===== config.mk =====
export PLATFORM = sky130hd
export DESIGN_NAME = uart_rx_param
export DESIGN_NICKNAME = d
export VERILOG_FILES = /design/src/rtl/uart_rx_param.sv
export SDC_FILE = /design/constraint.sdc
export NUM_CORES = 1
export LEC_CHECK = 0
export ABC_AREA = 1
export BUFFER_PORTS_ARGS = -buffer_cell sky130_fd_sc_hd__buf_2
export CAP_MARGIN = 20
export CORE_MARGIN = 10
export CORE_UTILIZATION = 62
export DETAILED_ROUTE_END_ITERATION = 8
export PLACE_DENSITY = 0.8
export RECOVER_POWER = 100
export SYNTH_ARGS = -nofsm -noshare
export SYNTH_HDL_FRONTEND = slang
export SYNTH_SLANG_ARGS = --single-unit

===== constraint.sdc =====
create_clock -name clk_i -period 3.9 [get_ports clk_i]
set_clock_uncertainty 0.05 [all_clocks]
set_input_delay 0.195 -clock clk_i [delete_from_list [all_inputs] [get_ports clk_i]]
set_output_delay 0.195 -clock clk_i [all_outputs]
set_load 0.01 [all_outputs]

===== src/rtl/uart_rx_param.sv =====
// Oversampling UART receiver with runtime frame format, break detection,
// sticky error flags and a first-word-fall-through receive FIFO.
module uart_rx_param #(
    parameter int DATA_MAX    = 9,
    parameter int OVERSAMPLE  = 16,
    parameter int FIFO_DEPTH  = 16,
    parameter int SYNC_STAGES = 2
) (
    input  logic                          clk_i,
    input  logic                          reset_i,
    input  logic                          baud_en_i,
    input  logic                          rx_i,
    input  logic [3:0]                    data_bits_i,
    input  logic                          parity_en_i,
    input  logic                          parity_odd_i,
    input  logic                          stop2_i,
    input  logic                          rd_en_i,
    input  logic                          err_clr_i,
    output logic [DATA_MAX-1:0]           rx_data_o,
    output logic                          rx_valid_o,
    output logic [$clog2(FIFO_DEPTH):0]   fifo_count_o,
    output logic                          parity_err_o,
    output logic                          framing_err_o,
    output logic                          overflow_o,
    output logic                          break_det_o,
    output logic                          rx_idle_o
);
    localparam int CW = $clog2(OVERSAMPLE);
    localparam int H  = OVERSAMPLE / 2;
    localparam int AW = (FIFO_DEPTH > 1) ? $clog2(FIFO_DEPTH) : 1;
    localparam int NW = $clog2(FIFO_DEPTH) + 1;
    localparam logic [3:0] DMAX4 = 4'(DATA_MAX);

    typedef enum logic [2:0] {
        S_IDLE, S_START, S_DATA, S_PARITY, S_STOP1, S_STOP2, S_BRK_WAIT
    } state_t;

    state_t              state_q, state_d;
    logic [SYNC_STAGES-1:0] sync_q;
    logic                rx_sync;
    logic [CW-1:0]       cnt_q, cnt_d;
    logic [3:0]          idx_q, idx_d, len_q, len_d, len_eff;
    logic [DATA_MAX:0]   shreg_q, shreg_d;
    logic                par_en_q, par_en_d, par_odd_q, par_odd_d, stop2_q, stop2_d;
    logic                stop1_q, stop1_d, s_lo_q, s_mid_q;
    logic                decide, bit_maj, eval, st1, wr_en;
    logic                brk_set, par_set, frm_set, ovf_set;

    always_ff @(posedge clk_i or posedge reset_i) begin
        if (reset_i) sync_q <= '1;
        else         sync_q <= {sync_q[SYNC_STAGES-2:0], rx_i};
    end
    assign rx_sync = sync_q[SYNC_STAGES-1];

    always_comb begin
        len_eff = data_bits_i;
        if (data_bits_i < 4'd5)       len_eff = 4'd5;
        else if (data_bits_i > DMAX4) len_eff = DMAX4;
    end

    // Majority of the three samples straddling mid-bit; decided on the third.
    assign decide  = (cnt_q == CW'(H + 1));
    assign bit_maj = (s_lo_q & s_mid_q) | (s_lo_q & rx_sync) | (s_mid_q & rx_sync);

    always_comb begin
        state_d   = state_q;
        cnt_d     = cnt_q;
        idx_d     = idx_q;
        shreg_d   = shreg_q;
        stop1_d   = stop1_q;
        len_d     = len_q;
        par_en_d  = par_en_q;
        par_odd_d = par_odd_q;
        stop2_d   = stop2_q;
        eval      = 1'b0;
        st1       = stop1_q;
        wr_en     = 1'b0;
        brk_set   = 1'b0;
        par_set   = 1'b0;
        frm_set   = 1'b0;
        if (baud_en_i) begin
            if (state_q != S_IDLE && state_q != S_BRK_WAIT)
                cnt_d = (cnt_q == CW'(OVERSAMPLE - 1)) ? '0 : cnt_q + 1'b1;
            case (state_q)
                S_IDLE: if (!rx_sync) begin
                    state_d   = S_START;
                    cnt_d     = CW'(1);
                    len_d     = len_eff;
                    par_en_d  = parity_en_i;
                    par_odd_d = parity_odd_i;
                    stop2_d   = stop2_i;
                end
                S_START: if (decide) state_d = bit_maj ? S_IDLE : S_DATA;
                S_DATA: if (decide) begin
                    shreg_d[idx_q] = bit_maj;
                    if (idx_q == len_q - 4'd1) state_d = par_en_q ? S_PARITY : S_STOP1;
                    else                       idx_d = idx_q + 4'd1;
                end
                S_PARITY: if (decide) begin
                    shreg_d[DATA_MAX] = bit_maj;
                    state_d = S_STOP1;
                end
                S_STOP1: if (decide) begin
                    stop1_d = bit_maj;
                    st1     = bit_maj;
                    if (stop2_q) state_d = S_STOP2;
                    else         eval = 1'b1;
                end
                S_STOP2:    if (decide) eval = 1'b1;
                S_BRK_WAIT: if (rx_sync) state_d = S_IDLE;
                default:    state_d = S_IDLE;
            endcase
        end
        if (eval) begin
            if (shreg_q[DATA_MAX-1:0] == '0 && !(par_en_q && shreg_q[DATA_MAX]) && !st1) begin
                brk_set = 1'b1;
                state_d = S_BRK_WAIT;
            end else begin
                wr_en   = 1'b1;
                par_set = par_en_q &&
                          (shreg_q[DATA_MAX] != (^shreg_q[DATA_MAX-1:0] ^ par_odd_q));
                frm_set = !st1 || (state_q == S_STOP2 && !bit_maj);
                state_d = S_IDLE;
            end
        end
        if (state_d == S_IDLE && state_q != S_IDLE) begin
            cnt_d   = '0;
            idx_d   = '0;
            shreg_d = '0;
        end
    end

    always_ff @(posedge clk_i or posedge reset_i) begin
        if (reset_i) begin
            state_q   <= S_IDLE;
            cnt_q     <= '0;
            idx_q     <= '0;
            shreg_q   <= '0;
            stop1_q   <= 1'b1;
            len_q     <= 4'd5;
            par_en_q  <= 1'b0;
            par_odd_q <= 1'b0;
            stop2_q   <= 1'b0;
            s_lo_q    <= 1'b1;
            s_mid_q   <= 1'b1;
        end else begin
            state_q   <= state_d;
            cnt_q     <= cnt_d;
            idx_q     <= idx_d;
            shreg_q   <= shreg_d;
            stop1_q   <= stop1_d;
            len_q     <= len_d;
            par_en_q  <= par_en_d;
            par_odd_q <= par_odd_d;
            stop2_q   <= stop2_d;
            if (baud_en_i && cnt_q == CW'(H - 1)) s_lo_q  <= rx_sync;
            if (baud_en_i && cnt_q == CW'(H))     s_mid_q <= rx_sync;
        end
    end

    logic [DATA_MAX-1:0] mem_q [FIFO_DEPTH];
    logic [AW-1:0]       wr_ptr_q, rd_ptr_q;
    logic [NW-1:0]       count_q;
    logic                do_rd, do_wr;
    logic                par_err_q, frm_err_q, ovf_q, brk_q;

    // A full FIFO still accepts a write when the head is popped in the same cycle.
    assign do_rd   = rd_en_i && (count_q != '0);
    assign do_wr   = wr_en && ((count_q != NW'(FIFO_DEPTH)) || do_rd);
    assign ovf_set = wr_en && !do_wr;

    always_ff @(posedge clk_i) begin
        if (do_wr) mem_q[wr_ptr_q] <= shreg_q[DATA_MAX-1:0];
    end

    always_ff @(posedge clk_i or posedge reset_i) begin
        if (reset_i) begin
            wr_ptr_q  <= '0;
            rd_ptr_q  <= '0;
            count_q   <= '0;
            par_err_q <= 1'b0;
            frm_err_q <= 1'b0;
            ovf_q     <= 1'b0;
            brk_q     <= 1'b0;
        end else begin
            if (do_wr) wr_ptr_q <= (wr_ptr_q == AW'(FIFO_DEPTH - 1)) ? '0 : wr_ptr_q + 1'b1;
            if (do_rd) rd_ptr_q <= (rd_ptr_q == AW'(FIFO_DEPTH - 1)) ? '0 : rd_ptr_q + 1'b1;
            if (do_wr && !do_rd)      count_q <= count_q + 1'b1;
            else if (do_rd && !do_wr) count_q <= count_q - 1'b1;
            par_err_q <= (par_err_q & ~err_clr_i) | par_set;
            frm_err_q <= (frm_err_q & ~err_clr_i) | frm_set;
            ovf_q     <= (ovf_q     & ~err_clr_i) | ovf_set;
            brk_q     <= (brk_q     & ~err_clr_i) | brk_set;
        end
    end

    assign rx_valid_o    = (count_q != '0);
    assign rx_data_o     = rx_valid_o ? mem_q[rd_ptr_q] : '0;
    assign fifo_count_o  = count_q;
    assign parity_err_o  = par_err_q;
    assign framing_err_o = frm_err_q;
    assign overflow_o    = ovf_q;
    assign break_det_o   = brk_q;
    assign rx_idle_o     = (state_q == S_IDLE);
endmodule


Yosys cells after proc, flatten, opt, wreduce, memory -nomap -nowiden. Memory sizes are Yosys's and may differ from the RTL's. Cells that the tools add are included.

Bits in registers: 50. Memory bits (writable): 144. Bits of input ports: 13. Logic and storage cells: 163. Memories kept: 1.

$add $sub $neg: 7. Magnitude comparators: 4. Equality and inequality tests: 19. Muxes and demuxes: 59. Bitwise operators: 16. Reductions and logical operators: 37.

Memories: mem_q (words 16, width 9, rd ports 1, clocked after Yosys merged registers in 0, wr ports 1, line 161) `logic [DATA_MAX-1:0] mem_q [FIFO_DEPTH];`.

Operators by type and width (number): $mux W4 (15); $mux W3 (12); $mux W10 (3); $pmux W3 S7 (1); $eq A4 B4 Y1 const B (5); $mux W1 (19); $mux W9 (2); $add A4 B1 Y4 const B (4); $logic_and A1 B1 Y1 (15); $bwmux W10 (1); $mux W5 (2); $eq A3 B3 Y1 const B (3); $logic_not A9 Y1 (1); $ne A3 B3 Y1 const B (3); $reduce_xor A9 Y1 (1); $reduce_and A4 Y1 (2); $reduce_bool A2 Y1 (4); $and A1 B1 Y1 (7); $eq A3 B2 Y1 const B (2); $logic_not A3 Y1 (2); $or A1 B1 Y1 (6); $reduce_and A3 Y1 (2); $reduce_bool A3 Y1 (2); $add A5 B1 Y5 const B (1); 20 further kinds (27).

Logic depth before layout (Yosys ltp). Gate-level depths: netlist (run 1).

Word-level depth: 15. Gate-level depth with buffers: 21. Depth with buffers taken out: 21.

Worst setup path before layout (run 1). Ideal clock, no wire load.

Path kind: flip-flop to flip-flop. Start point: register cnt_q[1]. End point: register count_q[4] (netlist: fifo_count_o[4]). Data arrival time: 2712 ps. Required time: 3721 ps. Slack: 1010 ps. Stages on the path, launching flop included: 21. Path buffers: 0. Clock period less this slack: 2890 ps. Cells stage by stage: dfrtp_1 -> inv_1 -> ha_1 -> nand3_4 -> nor2_4 -> inv_2 -> o21bai_2 -> nand2_2 -> a21oi_4 -> nand2_1 -> inv_2 -> ha_1 -> inv_1 -> fa_1 -> a21oi_1 -> nor2_1 -> nor2_1 -> nand2_1 -> nand2_1 -> nor2_1 -> xor2_1.

Longest elaborated chain between the ends: 12. Elaborated cells on any way between the ends: 18. Classes of those cells: eq/ne: 1; mux: 10; reduce/logical: 7.

RTL lines: start: declaration (line 41) `logic [CW-1:0] cnt_q, cnt_d;`; start signal: assignment (line 148) `cnt_q <= cnt_d;`; $eq A4 B4 Y1 * (line 62) `assign decide = (cnt_q == CW'(H + 1));`; $mux W1 (3 in series); $logic_not A1 Y1 (line 115) `if (shreg_q[DATA_MAX-1:0] == '0 && !(par_en_q && shreg_q[DATA_MAX]) && !st1) begin`; $logic_and A1 B1 Y1 (line 115); $mux W1 (line 115); $mux W1 * (line 114) `if (eval) begin`; $logic_and A1 B1 Y1 * (line 169) `assign do_wr = wr_en && ((count_q != NW'(FIFO_DEPTH)) || do_rd);`; via do_wr (line 164) `logic do_rd, do_wr;`; $logic_not A1 Y1 (line 189) `else if (do_rd && !do_wr) count_q <= count_q - 1'b1;`; $logic_and A1 B1 Y1 (line 189); $reduce_bool A2 Y1 (no source line); end signal: assignment (line 188) `if (do_wr && !do_rd) count_q <= count_q + 1'b1;`; end signal: assignment (line 189); end: declaration (line 163) `logic [NW-1:0] count_q;`.

Mark *: on every way through the listed nets, which the timed path passes. The rest lies on a longest branch. A chain may end at the register's enable or synchronous reset.

Final worst setup path (run 1).
Start point: register count_q[0] (netlist: fifo_count_o[0]). End point: register count_q[4] (netlist: fifo_count_o[4]).

Longest elaborated chain between the ends: 7. Elaborated cells on any way between the ends: 14. Classes of those cells: add/sub: 2; eq/ne: 1; mux: 2; reduce/logical: 9.

RTL lines: parallel branches: the longest is 7 deep, another holds $sub A5 B1 Y5.

Several ways; the timed one is not identified. The select of a mux whose other input is x is not followed.

==> results of run 1 <==
==> per-layer routing <==
metal	share of wire	wire length, um	vias up	GRT usage
li1	-	-	2894	-
met1	0.39	8140	2995	0.267
met2	0.49	10200	297	0.351
met3	0.086	1790	49	0.0497
met4	0.027	551	0	0.0928
met5	0	0	-	0
==> metrics by stage <==
stage,util,hold WS [ps],cells,instance area (um2)
global placement,0.666,260,1005,9240
CTS,0.714,25.7,1044,9910
floorplan,-,149,793,8770
finish,0.704,39.7,1046,9770
detailed placement,0.666,253,1005,9240
global route,0.704,41.8,1046,9770
==> synth_stat cells (all sizes together) <==
cell type / number / area [um2]
nand2: 127 / 487
ha: 21 / 263
nor3: 15 / 91.3
o21a: 1 / 7.51
o211ai: 2 / 15.0
a21o: 1 / 7.51
o31ai: 1 / 7.51
dfstp: 7 / 184
o21ai: 65 / 325
xnor2: 3 / 26.3
inv: 80 / 300
o221ai: 9 / 78.8
nand4: 13 / 81.3
fa: 1 / 20.0
edfxtp: 144 / 4320
a31oi: 3 / 18.8
o21bai: 2 / 18.8
clkinv: 1 / 3.75
or2: 1 / 6.26
a2111oi: 1 / 8.76
a211oi: 10 / 75.1
clkbuf: 19 / 71.3
nand3: 25 / 150
buf: 8 / 55.0
xor2: 10 / 87.6
nor3b: 1 / 7.51
a21oi: 42 / 221
nor4: 1 / 6.26
nor2: 96 / 424
dfrtp: 43 / 1080
o22ai: 22 / 138
mux2i: 18 / 180
==> power by group through the flow <==
stage	registers (mW)	logic, mW	clock network [mW]
floorplan	2.51	1.47	0
global placement	2.53	2.00	0
detailed placement	2.54	2.07	0
CTS	2.50	2.10	1.76
global route	2.52	2.25	1.85
finish	2.50	2.04	1.75
==> area by class of cell <==
cell class              instances  area, um2
clock buffers                  19        433
repair buffers                 68        355
fillers                       997       4110
clock inverters                13        161
inverters                      81        304
flip-flops and latches        194       5590
well taps                     180        225
multi-input cells             491       2700
==> worst max path at each step <==
stage                          startpoint              end  slack, ps  cells past startpoint
after detailed placement         cnt_q[1]  fifo_count_o[4]        700                     20
final                     fifo_count_o[0]  fifo_count_o[4]        540                     16
after global placement         shreg_q[0]  fifo_count_o[4]        790                     17
after floorplan                  cnt_q[1]  fifo_count_o[4]       1010                     20
after CTS                        cnt_q[1]  fifo_count_o[4]        690                     20
after global routing           shreg_q[8]  fifo_count_o[4]        310                     15
==> logic make-up after synthesis <==
kind of cell,synth area share
XOR/XNOR,0.0130
adder cells (fa/ha/maj),0.0323
buffers and inverters,0.0491
flip-flops,0.637
AND/OR/NAND/NOR,0.143
multiplexers,0.0206
AO/OA/AOI/OAI,0.105
==> critical path, stage by stage, from the launching register on <==
cell and delay [ps]:
dfrtp_1 450, nor2_1 130, nand3_1 120, nor2_2 100, clkbuf_1 650, inv_1 140
nand2_1 220, ha_1 220, inv_1 110, fa_1 410, a21oi_1 160, nor2_1 60
nor2_1 120, nand2_1 70, nand2_1 60, nor2_1 40, xor2_1 130
==> registers in the layout, indices dropped and copies added (netlist names) <==
register	flops
break_det_o	1
cnt_q	4
fifo_count_o	5
framing_err_o	1
idx_q	4
len_q	4
mem_q	144
overflow_o	1
par_en_q	1
par_odd_q	1
parity_err_o	1
rd_ptr_q	4
s_lo_q	1
s_mid_q	1
shreg_q	10
state_q	3
stop1_q	1
stop2_q	1
sync_q	2
wr_ptr_q	4
==> repair_timing <==
item                                    4_1_cts  5_1_grt
resized for setup                             0        0
hold buffers                                  7        1
hold endpoints to repair                      9       43
endpoints found under the setup margin        0        0
==> results.ini, run 1 <==
[logic_synthesis]
ys_seq_area_frac = 0.637
ys_warn_count = 0
syn_inst = 793
ys_ff_latch = 194
ys_types = 44
synth_nets = 828
syn_area_per_cell_um2 = 11.1
netlist_area_um2 = 8770

[worst_setup_path]
start_kind = flip-flop
critical_path_required_ps = 4170
r2r-start = fifo_count_o[0]
worst_setup_path_end_kind = flip-flop
critPathArrivalTime_ps = 3630
path_max_fanout = 10
r2r_slack_ps = 540
r2r_cells = 16
worstReg2RegEnd = fifo_count_o[4]
critical_path_class = reg -> reg

[layout]
diodes = 0
area_delta_synth_final_pct = 11.4
nets = 888
final_common_cell = edfxtp_1
final_cell_mix = edfxtp_1 (144), nand2_1 (124), nor2_1 (82)
drive_gt1_frac = 0.0970

[global_route]
first_global_vias = 6180
grt_pass1_wl_um = 32600
grt_usage = 0.215
antenna_found_initial = 0
grt_max_degree = 74
gr-total-overflow = 0

[cts]
cts_tree = done
clkTransAtPathRegs_ps = 70
cts_made_buffers = 17
post_cts_buffers = 0
cts.sinks = 194
cts_root_buffer = clkbuf_16
clockBufferDepth = 2
clkLatencyLatePin_ps = 430
htreeDepth = 4

[outcome]
violations = max-capacitance violations, max-slew violations
status = finished with violations

[power_and_ir_drop]
p_int_mw = 4.04
powerDensity_nw_per_um2 = 643
power_frac_comb = 0.324
swShare = 0.357
ir_drop_uv = 389
p_sw_mw = 2.24
seq_power_share = 0.398
leakage_nw = 3.72
power.total_mw = 6.28
p_clk_frac = 0.278

[hold_path]
min_from = data_bits_i[3]
hold_end = len_q[2]
min-delay-path-class = in -> reg
holdPathStages = 4

[die]
die_area_um2 = 19300
die_h_um = 139
core_um2 = 13900
ios = 33
die_w_um = 139
start_util = 0.632
num_rows = 43

[sta]
hold_viol = 0
clock.fmax_ghz = 0.298
slew-limit-headroom = -0.603
setup_viol = 0
period_minus_slack_ps = 3360
finalCritPeriodShare = 0.862
slew_violations = 43
setup_ws_ps = 539
worstMarginPinSlew_ps = 2400
finalSetupTns_ps = 0
rsz0062_at_grt = no

[detailed_routing]
avgViaCountPerCell = 5.96
drc_errors = 0
drt-total-wl_um = 20700
drt_iter0_drc = 623
via_count = 6235
drt-pass1-iter-count = 6
wl_per_cell_um = 19.8
ant_nets = 0

[job]
cap_violations = 1

[placed_design]
portBuffers = 32
hpwlAfterDp_um = 13300
preCtsSetupSlack_ps = 704
routabilityCongestion = 0.925

Note: power is estimated with default switching activity, not from simulation.
==> run 2: changes to the inputs <==
--- a/config.mk
+++ b/config.mk
@@ -11,7 +11,7 @@
 export CORE_MARGIN = 10
 export CORE_UTILIZATION = 62
 export DETAILED_ROUTE_END_ITERATION = 8
-export PLACE_DENSITY = 0.8
+export PLACE_DENSITY_LB_ADDON = 0.15
 export RECOVER_POWER = 100
 export SYNTH_ARGS = -nofsm -noshare
 export SYNTH_HDL_FRONTEND = slang
==> run 2 against run 1 <==
  * The flow still finishes with violations (max-capacitance violations, max-slew violations)
  * Design area is 0.29% lower
  * Count of clock-buffer cells in the layout decreased by 2
  * Highest routed layer unchanged
  * Sequential power barely moved
  * Fmax shrank 2.2%
  * Clock power is 3% lower
  * Global-route usage decreased by 0.16 points
==> results.ini, run 2 (synthesis results as in run 1) <==
[outcome]
status = finished with violations
violations = max-capacitance violations, max-slew violations

[sta]
finalSetupTns_ps = 0
slew-limit-headroom = -0.817
finalCritPeriodShare = 0.881
period_minus_slack_ps = 3440
rsz0062_at_grt = no
setup_viol = 0
hold_viol = 0
worstMarginPinSlew_ps = 2730
clock.fmax_ghz = 0.291
slew_violations = 51

[layout]
final_cell_mix = edfxtp_1 (144), nand2_1 (124), nor2_1 (83)
diodes = 0
area_delta_synth_final_pct = 11.1
largest_reg_flops = 144
nFillCells = 1016
regMostFlops = mem_q
nets = 889
final_cells = 1047
register_area_um2 = 5590
multi_input_area_um2 = 2690
drive_gt1_frac = 0.103
final_common_cell = edfxtp_1
post-route-util = 0.702

[die]
die_h_um = 139
die_area_um2 = 19300
core_um2 = 13900
start_util = 0.632
die_w_um = 139
ios = 33
num_rows = 43

[global_route]
grt_pass1_wl_um = 32500
gr-total-overflow = 0
grtUsageMet2 = 0.349
grt_max_degree = 51
use_met1 = 0.270
antenna_found_initial = 0
first_global_vias = 6112
grtUsageMet3 = 0.0435
busiest_layer = met2
grt_usage = 0.213

[placed_design]
placedCellCount = 1007
portBuffers = 32
hpwlAfterDp_um = 13000
routabilityCongestion = 0.875

[cts]
ctsResizeCount = 0
htreeDepth = 4
cts.sinks = 194
post_cts_buffers = 0
cts_made_buffers = 17
clockBufferDepth = 2
clkLatencyLatePin_ps = 430
cts_tree = done
cts_root_buffer = clkbuf_16
clkTransAtPathRegs_ps = 70

[detailed_routing]
avgViaCountPerCell = 5.90
ant_nets = 0
drt_iter0_drc = 744
drt-pass1-iter-count = 5
wl_per_cell_um = 19.5
drt-total-wl_um = 20400
drc_errors = 0
via_count = 6182

[worst_setup_path]
path_max_fanout = 9
critPathArrivalTime_ps = 3740
slowest_delay_ps = 420
crit_top_cell = nor2_1
cp_slowest_cell = fa_1
start_kind = flip-flop
worst_setup_path_end_kind = flip-flop
cp_cell_sequence = inv_1, ha_1, nand3_4, nor2_4, inv_2, o21bai_2, nand2_1, a21oi_1, nand2_1, inv_1, ha_1, inv_1, fa_1, a21oi_1, nor2_1, nor2_1, nor2_1, nor2_1, xor2_1
critical_path_class = reg -> reg
critical_path_required_ps = 4200

[power_and_ir_drop]
ir_drop_uv = 404
powerDensity_nw_per_um2 = 643
leakage_nw = 3.73

[job]
cap_violations = 1

[hold_path]
min-delay-path-class = in -> reg

## run 2: changes by cell type in the layout (fill, tap and decap cells not counted), moves of 2 or more
cell        change
buf_4           +5
clkbuf_1        -4
inv_6           +3
bufinv_16       -2
clkinv_4        +2
clkinvlp_4      -2
inv_8           +2
## run 2: timing repair
action | in CTS | in global routing
hold buffers | 8 | 0
setup endpoints to repair | 0 | 0
hold endpoints to repair | 52 | 0
## run 2: area by class of cell
cell class / count / area share
clock inverters: 15 / 0.0153
repair buffers: 69 / 0.0370
inverters: 81 / 0.0312
flip-flops and latches: 194 / 0.574
clock buffers: 17 / 0.0437
well taps: 180 / 0.0231
multi-input cells: 491 / 0.276
## run 2: per-layer routing
layer | vias to the layer above | part of all wire
li1 | 2886 | -
met1 | 2967 | 0.40
met2 | 291 | 0.49
met3 | 38 | 0.082
met4 | 0 | 0.024
met5 | - | 0
## run 2: worst max-delay path: cells and delay by family (launching register included)
family                     cells  cell delay [ps]
adders and majority gates      3              880
buffers and inverters          4              510
DFF                            1              390
AOI/OAI and AO/OA              3              500
xor gates and xnor gates       1              170
and+or+nand+nor                8              850
## run 2: report_power, final
| part | internal (mW) | leakage [nW] | total (mW) | switching [mW] |
|---|---|---|---|---|
| Combinational | 0.683 | 1.51 | 2.03 | 1.35 |
| Sequential | 2.35 | 1.94 | 2.53 | 0.185 |
| Clock | 0.901 | 0.283 | 1.70 | 0.795 |
| Total | 3.93 | 3.73 | 6.26 | 2.33 |
## run 2: final timing paths
| kind | slack (ps) | depth (start not counted) | end | from |
|---|---|---|---|---|
| worst max-delay path | 460 | 19 | fifo_count_o[4] | cnt_q[1] |
| max in group asynchronous | 790 | 4 | rd_ptr_q[0] | reset_i |
| worst min register to register | 320 | 0 | sync_q[1] | sync_q[0] |
| worst max register to register | 460 | 19 | fifo_count_o[4] | cnt_q[1] |
| worst min-delay path | 40 | 4 | overflow_o | rd_en_i |
| min in group asynchronous | 1290 | 4 | fifo_count_o[4] | reset_i |
## run 2: metrics by stage
step	power [mW]	worst slack [ps]	hold WS (ps)	area (um2)
2_1_floorplan	3.98	1010	149	8770
3_3_place_gp	4.56	807	253	9250
3_5_place_dp	4.65	635	252	9250
4_1_cts	6.35	624	35.8	9900
5_1_grt	6.62	196	55.5	9740
6_report	6.26	463	41.2	9740
==> run 3: changes to the inputs <==
--- a/config.mk
+++ b/config.mk
@@ -12,7 +12,7 @@
 export CORE_UTILIZATION = 62
 export DETAILED_ROUTE_END_ITERATION = 8
 export PLACE_DENSITY_LB_ADDON = 0.15
-export RECOVER_POWER = 100
+export RECOVER_POWER = 50
 export SYNTH_ARGS = -nofsm -noshare
 export SYNTH_HDL_FRONTEND = slang
 export SYNTH_SLANG_ARGS = --single-unit
==> run 3 against run 2 <==
  * The flow still finishes with violations (max-capacitance violations, max-slew violations)
  * Sequential power about the same
  * Fmax rose by 5.3%
  * Power grew 1.2%
  * Highest routed layer unchanged
  * First-iteration DRC count down 7.5%
  * Register-to-register slack better by 170 ps
==> results.ini, run 3 (synthesis results as in run 1) <==
[layout]
final_cells = 1047
diodes = 0
nFillCells = 974
drive_gt1_frac = 0.149
largest_reg_flops = 144
final_common_cell = edfxtp_1
regMostFlops = mem_q
nets = 889
area_delta_synth_final_pct = 12.7
final_cell_mix = edfxtp_1 (144), nand2_1 (123), nor2_1 (80)

[die]
start_util = 0.632
ios = 33
num_rows = 43
die_w_um = 139
die_area_um2 = 19300
core_um2 = 13900
die_h_um = 139

[power_and_ir_drop]
p_clk_frac = 0.268
ir_drop_uv = 427
power_frac_comb = 0.331
seq_power_share = 0.401
swShare = 0.371
p_int_mw = 3.98
powerDensity_nw_per_um2 = 640
p_sw_mw = 2.35
leakage_nw = 3.85

[hold_path]
min_from = rd_en_i
hold_end = overflow_o
min-delay-path-class = in -> reg
holdPathStages = 4

[job]
cap_violations = 1

[worst_setup_path]
worst_setup_path_end_kind = flip-flop
r2r_cells = 16
critical_path_class = reg -> reg
r2r_slack_ps = 640
critPathArrivalTime_ps = 3560
path_max_fanout = 18
r2r-start = shreg_q[0]
worstReg2RegEnd = fifo_count_o[4]
critical_path_required_ps = 4200
start_kind = flip-flop

[sta]
rsz0062_at_grt = no
period_minus_slack_ps = 3260
hold_viol = 0
slew_violations = 51
finalCritPeriodShare = 0.837
slew-limit-headroom = -0.811
finalSetupTns_ps = 0
clock.fmax_ghz = 0.306
setup_ws_ps = 637
setup_viol = 0
worstMarginPinSlew_ps = 2720

[detailed_routing]
wl_per_cell_um = 19.4
drt-total-wl_um = 20300
drc_errors = 0
drt-pass1-iter-count = 5
ant_nets = 0
via_count = 6189
avgViaCountPerCell = 5.91
drt_iter0_drc = 688

[global_route]
grt_max_degree = 51
antenna_found_initial = 0
grt_usage = 0.213
gr-total-overflow = 0
grt_pass1_wl_um = 32500
first_global_vias = 6112

[placed_design]
preCtsSetupSlack_ps = 635
portBuffers = 32
routabilityCongestion = 0.875
hpwlAfterDp_um = 13000
placedCellCount = 1007

[cts]
clkTransAtPathRegs_ps = 70
cts_tree = done
cts_root_buffer = clkbuf_16
clockBufferDepth = 2
htreeDepth = 4
cts.sinks = 194
cts_made_buffers = 17
post_cts_buffers = 0
clkLatencyLatePin_ps = 430

[outcome]
violations = max-capacitance violations, max-slew violations
status = finished with violations

run 3: cell types whose count changed in the layout (fill, tap and decap cells not counted), moves of 2 or more:
cell,change
inv_2,+2
buf_2,+12
inv_1,-2
nor2_1,-3
clkbuf_1,-30
buf_4,+18
run 3: how the worst max path moves through the flow:
stage | startpoint | endpoint
detailed placement | shreg_q[0] | fifo_count_o[4]
CTS | shreg_q[0] | fifo_count_o[4]
finish | shreg_q[0] | fifo_count_o[4]
global placement | shreg_q[0] | fifo_count_o[4]
floorplan | cnt_q[1] | fifo_count_o[4]
global route | reset_i | rd_ptr_q[0]
run 3: per-stage QoR:
stage                     hold slack [ps]  cell area [um2]   util  power (mW)
after global routing                 55.5             9880  0.712        6.70
after global placement                253             9250  0.666        4.56
after CTS                            35.8             9900  0.713        6.35
after detailed placement              252             9250  0.666        4.65
after floorplan                       149             8770      -        3.98
final                                44.4             9880  0.712        6.33
run 3: critical path: stages, from the launching register on:
cell	delay (ps)
dfrtp_1	580
inv_1	130
ha_1	170
nand4_1	130
a211oi_1	430
a21oi_4	120
nand2_1	150
inv_2	100
ha_1	220
inv_1	150
ha_1	290
a21oi_1	140
nor2_1	50
nor2_1	120
nor2_1	50
nor2_1	130
xor2_1	170
run 3: repair_timing:
item,4_1_cts,5_1_grt
hold buffers,8,0
endpoints found under the hold margin,52,0
endpoints found under the setup margin,0,0
resized for setup,0,0
run 3: power by group through the flow:
| stage | sequential [mW] | clock [mW] | combinational, mW |
|---|---|---|---|
| CTS | 2.54 | 1.71 | 2.10 |
| finish | 2.54 | 1.70 | 2.09 |
| global route | 2.56 | 1.81 | 2.33 |
| floorplan | 2.51 | 0 | 1.47 |
| global placement | 2.57 | 0 | 1.99 |
| detailed placement | 2.58 | 0 | 2.07 |
run 3: final cells by class:
type	count	area [um2]	share of cell area
Sequential cell	194	5590	0.565
Multi-Input combinational cell	491	2750	0.278
Timing Repair Buffer	69	443	0.0448
Clock buffer	17	425	0.0430
Inverter	81	304	0.0308
Tap cell	180	225	0.0228
Clock inverter	15	149	0.0151
run 3: metal layers:
metal | up-vias | wire (um) | track usage
li1 | 2890 | - | -
met1 | 2956 | 8160 | 0.270
met2 | 299 | 9970 | 0.349
met3 | 44 | 1680 | 0.0435
met4 | 0 | 510 | 0.0857
met5 | - | 0 | 0
